==> src/rtl/bufz_bus_arbiter.sv <==
// -----------------------------------------------------------------------------
// bufz_bus_arbiter
//
// Round-robin arbiter and sequencer for a shared tri-state bus. Each requester
// drives the bus through its own bufz cell; this block produces the one-hot EN
// vector for those cells. Ownership changes are break-before-make: every change
// of owner passes through TA_CYCLES cycles with all enables low. While other
// requesters are waiting, an owner's tenure is capped at MAX_HOLD cycles.
//
// Handshake: req[i] is a level request. gnt[i] high means requester i owns the
// bus this cycle and may drive its data. A gnt fall while req[i] is still high
// is a preemption. Dropping req[i] while not granted simply withdraws it.
//
// Ports
//   CLK        in   1                 clock, rising edge
//   RN         in   1                 asynchronous active-low reset
//   bus_on     in   1                 global enable; low blocks new grants and
//                                     releases the current owner
//   req        in   N_REQ             per-requester bus request (level)
//   gnt        out  N_REQ             grant, one-hot or zero, registered
//   en         out  N_REQ             bufz EN vector, same value as gnt,
//                                     from its own flops
//   owner      out  $clog2(N_REQ)     index of the current / last owner
//   busy       out  1                 high while in DRIVE or TURN
//   state_dbg  out  2                 FSM state (0 IDLE, 1 DRIVE, 2 TURN)
// -----------------------------------------------------------------------------
module bufz_bus_arbiter #(
    parameter int N_REQ     = 4,
    parameter int TA_CYCLES = 1,
    parameter int MAX_HOLD  = 16
) (
    input  logic                       CLK,
    input  logic                       RN,
    input  logic                       bus_on,
    input  logic [N_REQ-1:0]           req,
    output logic [N_REQ-1:0]           gnt,
    output logic [N_REQ-1:0]           en,
    output logic [$clog2(N_REQ)-1:0]   owner,
    output logic                       busy,
    output logic [1:0]                 state_dbg
);

    localparam int OW = $clog2(N_REQ);
    // Candidate index width: rr_ptr + offset can reach 2*N_REQ-2 before wrap.
    localparam int CW = OW + 1;
    // Hold counter must be able to hold MAX_HOLD; keep at least one bit.
    localparam int HW = (MAX_HOLD < 2) ? 1 : $clog2(MAX_HOLD + 1);

    localparam logic [CW-1:0] N_REQ_C  = CW'(N_REQ);
    localparam logic [OW-1:0] LAST_IDX = OW'(N_REQ - 1);
    localparam logic [HW-1:0] HOLD_MAX = HW'(MAX_HOLD);
    // With MAX_HOLD==0 the cap is never used; the counter just stops at all-ones.
    localparam logic [HW-1:0] HOLD_SAT = HW'((MAX_HOLD == 0) ? ((1 << HW) - 1) : MAX_HOLD);
    localparam logic [3:0]    TA_LAST  = 4'(TA_CYCLES);

    typedef enum logic [1:0] {
        IDLE  = 2'd0,
        DRIVE = 2'd1,
        TURN  = 2'd2
    } state_e;

    state_e            state_q,    state_d;
    logic [N_REQ-1:0]  gnt_q,      gnt_d;
    logic [N_REQ-1:0]  en_q;
    logic [OW-1:0]     owner_q,    owner_d;
    logic [OW-1:0]     rr_ptr_q,   rr_ptr_d;
    logic [HW-1:0]     hold_cnt_q, hold_cnt_d;
    logic [3:0]        ta_cnt_q,   ta_cnt_d;
    logic              busy_q,     busy_d;

    // Round-robin pick: first set req at or after rr_ptr, wrapping to 0.
    logic              pick_found;
    logic [OW-1:0]     pick_idx;
    logic [OW-1:0]     pick_next;
    logic [CW-1:0]     cand;

    always_comb begin
        pick_found = 1'b0;
        pick_idx   = '0;
        cand       = '0;
        for (int i = 0; i < N_REQ; i++) begin
            cand = {1'b0, rr_ptr_q} + CW'(i);
            if (cand >= N_REQ_C) begin
                cand = cand - N_REQ_C;
            end
            if (!pick_found && req[cand[OW-1:0]]) begin
                pick_found = 1'b1;
                pick_idx   = cand[OW-1:0];
            end
        end
        pick_next = (pick_idx == LAST_IDX) ? '0 : pick_idx + 1'b1;
    end

    // Release decision for the current owner. In DRIVE gnt_q is exactly the
    // owner's one-hot, so it doubles as the owner mask.
    logic own_req;
    logic other_req;
    logic hold_expired;
    logic release_now;
    logic grant_now;

    always_comb begin
        own_req      = |(req & gnt_q);
        other_req    = |(req & ~gnt_q);
        hold_expired = (MAX_HOLD != 0) && (hold_cnt_q == HOLD_MAX) && other_req;
        release_now  = !own_req || !bus_on || hold_expired;
        grant_now    = bus_on && pick_found;
    end

    // Next-state and registered-output logic.
    always_comb begin
        state_d    = state_q;
        gnt_d      = gnt_q;
        owner_d    = owner_q;
        rr_ptr_d   = rr_ptr_q;
        hold_cnt_d = hold_cnt_q;
        ta_cnt_d   = ta_cnt_q;

        unique case (state_q)
            IDLE: begin
                gnt_d = '0;
                if (grant_now) begin
                    state_d    = DRIVE;
                    gnt_d      = N_REQ'(1) << pick_idx;
                    owner_d    = pick_idx;
                    rr_ptr_d   = pick_next;
                    hold_cnt_d = HW'(1);
                end
            end

            DRIVE: begin
                if (release_now) begin
                    // Break first: enables go low, turnaround starts.
                    state_d  = TURN;
                    gnt_d    = '0;
                    ta_cnt_d = 4'd1;
                end else if (hold_cnt_q != HOLD_SAT) begin
                    hold_cnt_d = hold_cnt_q + 1'b1;
                end
            end

            TURN: begin
                gnt_d = '0;
                if (ta_cnt_q >= TA_LAST) begin
                    // Last all-off cycle: arbitrate exactly as from IDLE.
                    if (grant_now) begin
                        state_d    = DRIVE;
                        gnt_d      = N_REQ'(1) << pick_idx;
                        owner_d    = pick_idx;
                        rr_ptr_d   = pick_next;
                        hold_cnt_d = HW'(1);
                    end else begin
                        state_d = IDLE;
                    end
                end else begin
                    ta_cnt_d = ta_cnt_q + 1'b1;
                end
            end

            default: begin
                state_d = IDLE;
                gnt_d   = '0;
            end
        endcase

        busy_d = (state_d != IDLE);
    end

    // en gets its own flops fed from the same next value as gnt, so the bufz
    // enables are direct flop outputs with no decode glitches, and the async
    // reset drops them immediately.
    always_ff @(posedge CLK or negedge RN) begin
        if (!RN) begin
            state_q    <= IDLE;
            gnt_q      <= '0;
            en_q       <= '0;
            owner_q    <= '0;
            rr_ptr_q   <= '0;
            hold_cnt_q <= '0;
            ta_cnt_q   <= '0;
            busy_q     <= 1'b0;
        end else begin
            state_q    <= state_d;
            gnt_q      <= gnt_d;
            en_q       <= gnt_d;
            owner_q    <= owner_d;
            rr_ptr_q   <= rr_ptr_d;
            hold_cnt_q <= hold_cnt_d;
            ta_cnt_q   <= ta_cnt_d;
            busy_q     <= busy_d;
        end
    end

    assign gnt       = gnt_q;
    assign en        = en_q;
    assign owner     = owner_q;
    assign busy      = busy_q;
    assign state_dbg = state_q;

endmodule

==> config.mk <==
export PLATFORM = sky130hd
export DESIGN_NAME = bufz_bus_arbiter
export DESIGN_NICKNAME = d
export VERILOG_FILES = /design/src/rtl/bufz_bus_arbiter.sv
export SDC_FILE = /design/constraint.sdc
export NUM_CORES = 1
export LEC_CHECK = 0
export BUFFER_PORTS_ARGS = -buffer_cell sky130_fd_sc_hd__buf_4
export CORE_UTILIZATION = 47
export DETAILED_ROUTE_END_ITERATION = 6
export PLACE_DENSITY_LB_ADDON = 0.12
export SYNTH_ARGS = -nofsm -noshare
export SYNTH_HDL_FRONTEND = slang
export SYNTH_SLANG_ARGS = --single-unit
==> constraint.sdc <==
create_clock -name CLK -period 2.3 [get_ports CLK]
set_input_delay 0.46 -clock CLK [delete_from_list [all_inputs] [get_ports CLK]]
set_output_delay 0.46 -clock CLK [all_outputs]
set_load 0.02 [all_outputs]
; After elaboration in Yosys (flattened, before gate mapping)
; Index checks and enable logic that the tools add are counted.
[totals]
ff_bits = 20
word_cells = 106
in_bits = 7
output_inout_bits = 13
[classes]
shift = 1
eq_ne = 10
magnitude_cmp = 9
reduce_logical = 22
n_mux = 44
addsub = 10
bitwise_logic = 3
[op_table]
columns = cell, n
row1 = $mux 2, 16
row2 = $mux 4, 5
row3 = $mux 5, 4
row4 = $pmux 5 s3, 1
row5 = $lt 2x3->1 const B, 4
row6 = $pmux 4 s3, 1
row7 = $ne 2x2->1 const B, 5
row8 = $ge 3x3->1 const B, 3
row9 = $mux 1, 9
row10 = $and 4x4->4, 2
row11 = $bmux 1 s2, 4
row12 = $pmux 2 s2, 2
row13 = $pmux 4 s2, 1
row14 = $reduce_or 4->1, 2
row15 = $sub 2x1->2 const B, 4
row16 = $add 2x2->3 const B, 2
row17 = $pmux 2 s3, 1
row18 = $reduce_bool 2->1, 3
row19 = $add 5x1->5 const B, 1
row20 = $eq 5x5->1 const B, 1
row21 = $logic_and 1x1->1, 5
row22 = $logic_not 1->1, 5
row23 = $ne 5x5->1 const B, 1
row24 = $add 4x1->4 const B, 1
row25 = other kinds (14), 16

; Depth between registers and ports, before layout
[depth]
ltp_word = 19
ltp_mapped = 8
ltp_nobuf = 8

; Worst setup path after synthesis
; No wires, ideal clock.
[synth_timing]
path_type = register to register
from = register ta_cnt_q[0]
to = register hold_cnt_q[2]
arrival_ns = 1.525
setup_slack_ns = 0.652
required_time_ns = 2.177
synth_period_minus_slack_ns = 1.648
path_stages_with_launch = 7
path_buffers = 0
setup_time_ns = 0.123
path_cell_list = dfrtp_1 -> ha_1 -> nand2b_1 -> or4_4 -> o21ai_2 -> or3_1 -> o21ai_1
[synth_via]
elab_chain_cells = 3
[synth_lines]
columns = element, line_no
row1 = from (decl), 68  ; logic [3:0] ta_cnt_q, ta_cnt_d;
row2 = from (signal assigned), 189  ; ta_cnt_q <= ta_cnt_d;
row3 = $ge 4x1->1, 144  ; if (ta_cnt_q >= TA_LAST) begin
row4 = $ne 2x2->1 (no line), -
row5 = $reduce_and 4->1 (no line), -
row6 = to (signal assigned), 188  ; hold_cnt_q <= hold_cnt_d;
row7 = to (decl), 67  ; logic [HW-1:0] hold_cnt_q, hold_cnt_d;
; Every way passes these cells.
; A chain may end at the register's enable or synchronous reset.

; Final worst setup path
[layout_timing]
from = register ta_cnt_q[0]
to = register rr_ptr_q[0]
[layout_via]
elab_chain_cells = 3
[layout_lines]
columns = element, line_no
row1 = $ge 4x1->1, 144
row2 = $ne 2x2->1 (no line), -
row3 = $reduce_and 2->1 (no line), -
row4 = to (signal assigned), 187  ; rr_ptr_q <= rr_ptr_d;
row5 = to (decl), 66  ; logic [OW-1:0] rr_ptr_q, rr_ptr_d;
; Every way passes these cells.

==> impl_metrics.env <==
export IMPL_status="completed"
export IMPL_syn_nets=134
export IMPL_vias=958
export IMPL_first_global_vias=889
export IMPL_ys_types=42
export IMPL_synthArstFlopShare_pct=100
export IMPL_ctsHoldBuffers=0
export IMPL_grt_total_usage_pct=19.8
export IMPL_cts_sinks=20
export IMPL_setup_viol=0
export IMPL_fp_coreArea_um2=2480
export IMPL_dp_hpwl_um=1860
export IMPL_wire_per_inst_um=15.1
export IMPL_min_path_type="primary input to async pin"
export IMPL_worst_pin_slew_ps=662
export IMPL_grt_overflow=0
export IMPL_critical_path_class="register to register"
export IMPL_worstPathRequired_ps=2490
export IMPL_yosysWarnings=0
export IMPL_slew_violations=0
export IMPL_multiInputGateArea_um2=677
export IMPL_path_max_fanout=10
export IMPL_dieWidth_um=53.3
export IMPL_nets=153
export IMPL_cts_repair_resized=0
export IMPL_leakage_nw=0.653
export IMPL_synth_seq_area_share_pct=40.4
export IMPL_cts_tree="yes"
export IMPL_antenna_found_initial=0
export IMPL_cts_root_buf="clkbuf_4"
export IMPL_cts_setup_buffers=0
export IMPL_htreeDepth=1
export IMPL_grt_max_degree=21
export IMPL_die_area_um2=2840
export IMPL_p_per_area_nw_per_um2=820
export IMPL_first_pass_iters=4
export IMPL_place_gp_congestion=0.778
export IMPL_grt_pass1_wl_um=4110
export IMPL_instances_no_fill=166
export IMPL_ys_flop_type="dfrtp_1"
export IMPL_finalClockSkew_ps=8.53
export IMPL_min_period_ps=1870
export IMPL_postRouteAntennaNets=0
export IMPL_final_seq_area_um2=500
export IMPL_synth_avg_cell_area_um2=10.5
export IMPL_clock_latency_ps=300
export IMPL_max_freq_ghz=0.536
export IMPL_cp_arrival_ps=2060
export IMPL_fin_setup_tns_ps=0
export IMPL_ir_drop_v=0.000526
export IMPL_insertedDiodeCount=0
export IMPL_drive_above_1_share_pct=29.4
export IMPL_power_total_mw=1.16
export IMPL_fp_dieH_um=53.3
export IMPL_clockBufferDepth=2
export IMPL_io_pins=20
export IMPL_numCtsBuffers=3
export IMPL_synth_seq_cells=20
export IMPL_end_kind="register"
export IMPL_totalWireLength_um=2500
export IMPL_worst_setup_path_start_kind="register"
export IMPL_syn_to_final_growth_pct=14.8
export IMPL_hold_viol_final=0
export IMPL_port_buffers=19
export IMPL_maxCapViolCount=0
export IMPL_clk_pin_slew_ps=120
export IMPL_fin_crit_sh_pct=81.1
export IMPL_row_count=18
export IMPL_fillCellCount=224
export IMPL_syn_inst=118
export IMPL_placed_area_um2=1380
export IMPL_drtIter0Drc=19
export IMPL_synth_edf_count=0
export IMPL_place_inst=162
export IMPL_relSlewSlack_pct=55.5
export IMPL_rsz0062_at_grt="false"
export IMPL_synth_area_um2=1240
export IMPL_drc=0
export IMPL_start_util_pct=49.9
export IMPL_fin_area_um2=1420
export IMPL_via_per_inst=5.77
## cell usage after synthesis, types with 2 or more instances
master / count / share of area (%)
dfrtp_1: 20 / 40
nand2_1: 10 / 3.0
ha_1: 9 / 9.1
inv_1: 7 / 2.1
o21ai_1: 6 / 2.4
a22o_1: 5 / 3.5
buf_4: 4 / 2.4
nand2b_1: 4 / 2.0
nor2_1: 4 / 1.2
nor2b_1: 4 / 2.0
o21ai_0: 4 / 1.6
nand3_1: 3 / 1.2
o31ai_2: 3 / 3.0
a21oi_1: 2 / 0.81
a21oi_2: 2 / 1.4
a22oi_1: 2 / 1.2
a41oi_1: 2 / 1.4
nand4_1: 2 / 1.0
o31ai_1: 2 / 1.2
## through the flow
stage	util (%)	worst slack, ps	hold WS (ps)
6_report	57.3	434	5.51
5_1_grt	57.3	346	17.4
4_1_cts	57.3	420	13.1
3_5_place_dp	55.9	368	355
3_3_place_gp	55.9	415	352
2_1_floorplan	-	652	164
## layer usage
layer	track usage (%)	part of all wire (%)	vias to the layer above
met5	0	0	-
met4	5.26	0.60	0
met3	3.45	3.2	2
met2	33.3	48	21
met1	25.8	48	473
li1	-	-	462
## worst paths after layout
path / from / endpoint / slack [ps] / cells past startpoint
max in group asynchronous: RN / rr_ptr_q[0]$_DFFE_PN0P_ / 2080 / 1
worst max-delay path: ta_cnt_q[0]$_DFFE_PN0P_ / rr_ptr_q[0]$_DFFE_PN0P_ / 430 / 5
worst min register to register: hold_cnt_q[4]$_DFFE_PN0P_ / hold_cnt_q[4]$_DFFE_PN0P_ / 490 / 1
worst min-delay path: RN / hold_cnt_q[2]$_DFFE_PN0P_ / 6 / 1
worst max register to register: ta_cnt_q[0]$_DFFE_PN0P_ / rr_ptr_q[0]$_DFFE_PN0P_ / 430 / 5
min in group CLK: hold_cnt_q[4]$_DFFE_PN0P_ / hold_cnt_q[4]$_DFFE_PN0P_ / 490 / 1
## power breakdown
| group | total (mW) | internal, mW | switching, mW |
|---|---|---|---|
| clock | 0.210 | 0.0965 | 0.113 |
| sequential | 0.488 | 0.414 | 0.0735 |
| combinational | 0.467 | 0.189 | 0.278 |
| total | 1.16 | 0.700 | 0.465 |
## placed cells by master, fill, tap and decap left out, types with 4 or more instances in the layout
cell      instances
nor2b_1           4
nand2_1          10
nand2b_1          4
a22o_1            5
o21ai_0           4
nor2_1            4
ha_1              9
buf_4            19
dfrtp_1          20
inv_1             7
o21ai_1           6
## sequential cells by signal (all words and copies together) (netlist names)
signal      count
busy            1
hold_cnt_q      5
owner           2
state_dbg       2
en              4
ta_cnt_q        4
rr_ptr_q        2
## worst max-delay path, cell delays in order (launching register included)
cell and delay [ps]:
dfrtp_1 460, ha_1 210, nand2b_1 200, o31ai_2 570, nor2_1 110, a22o_1 210
## logic make-up (layout without fill, tap and decap cells)
group	count (synthesis)	count (layout)	synth area share (%)
AND/OR/NAND/NOR	41	41	21.3
adder cells (fa/ha/maj)	9	9	9.10
AO/OA/AOI/OAI	36	36	24.3
flip-flops	20	20	40.4
buffers and inverters	12	30	4.85
## area by class of cell
| class | instances | share of cell area [%] |
|---|---|---|
| Clock buffer | 4 | 2.56 |
| Inverter | 7 | 1.85 |
| Multi-Input combinational cell | 86 | 47.7 |
| Sequential cell | 20 | 35.2 |
| Tap cell | 30 | 2.64 |
| Timing Repair Buffer | 19 | 10.0 |
(Power assumes the default switching activity.)
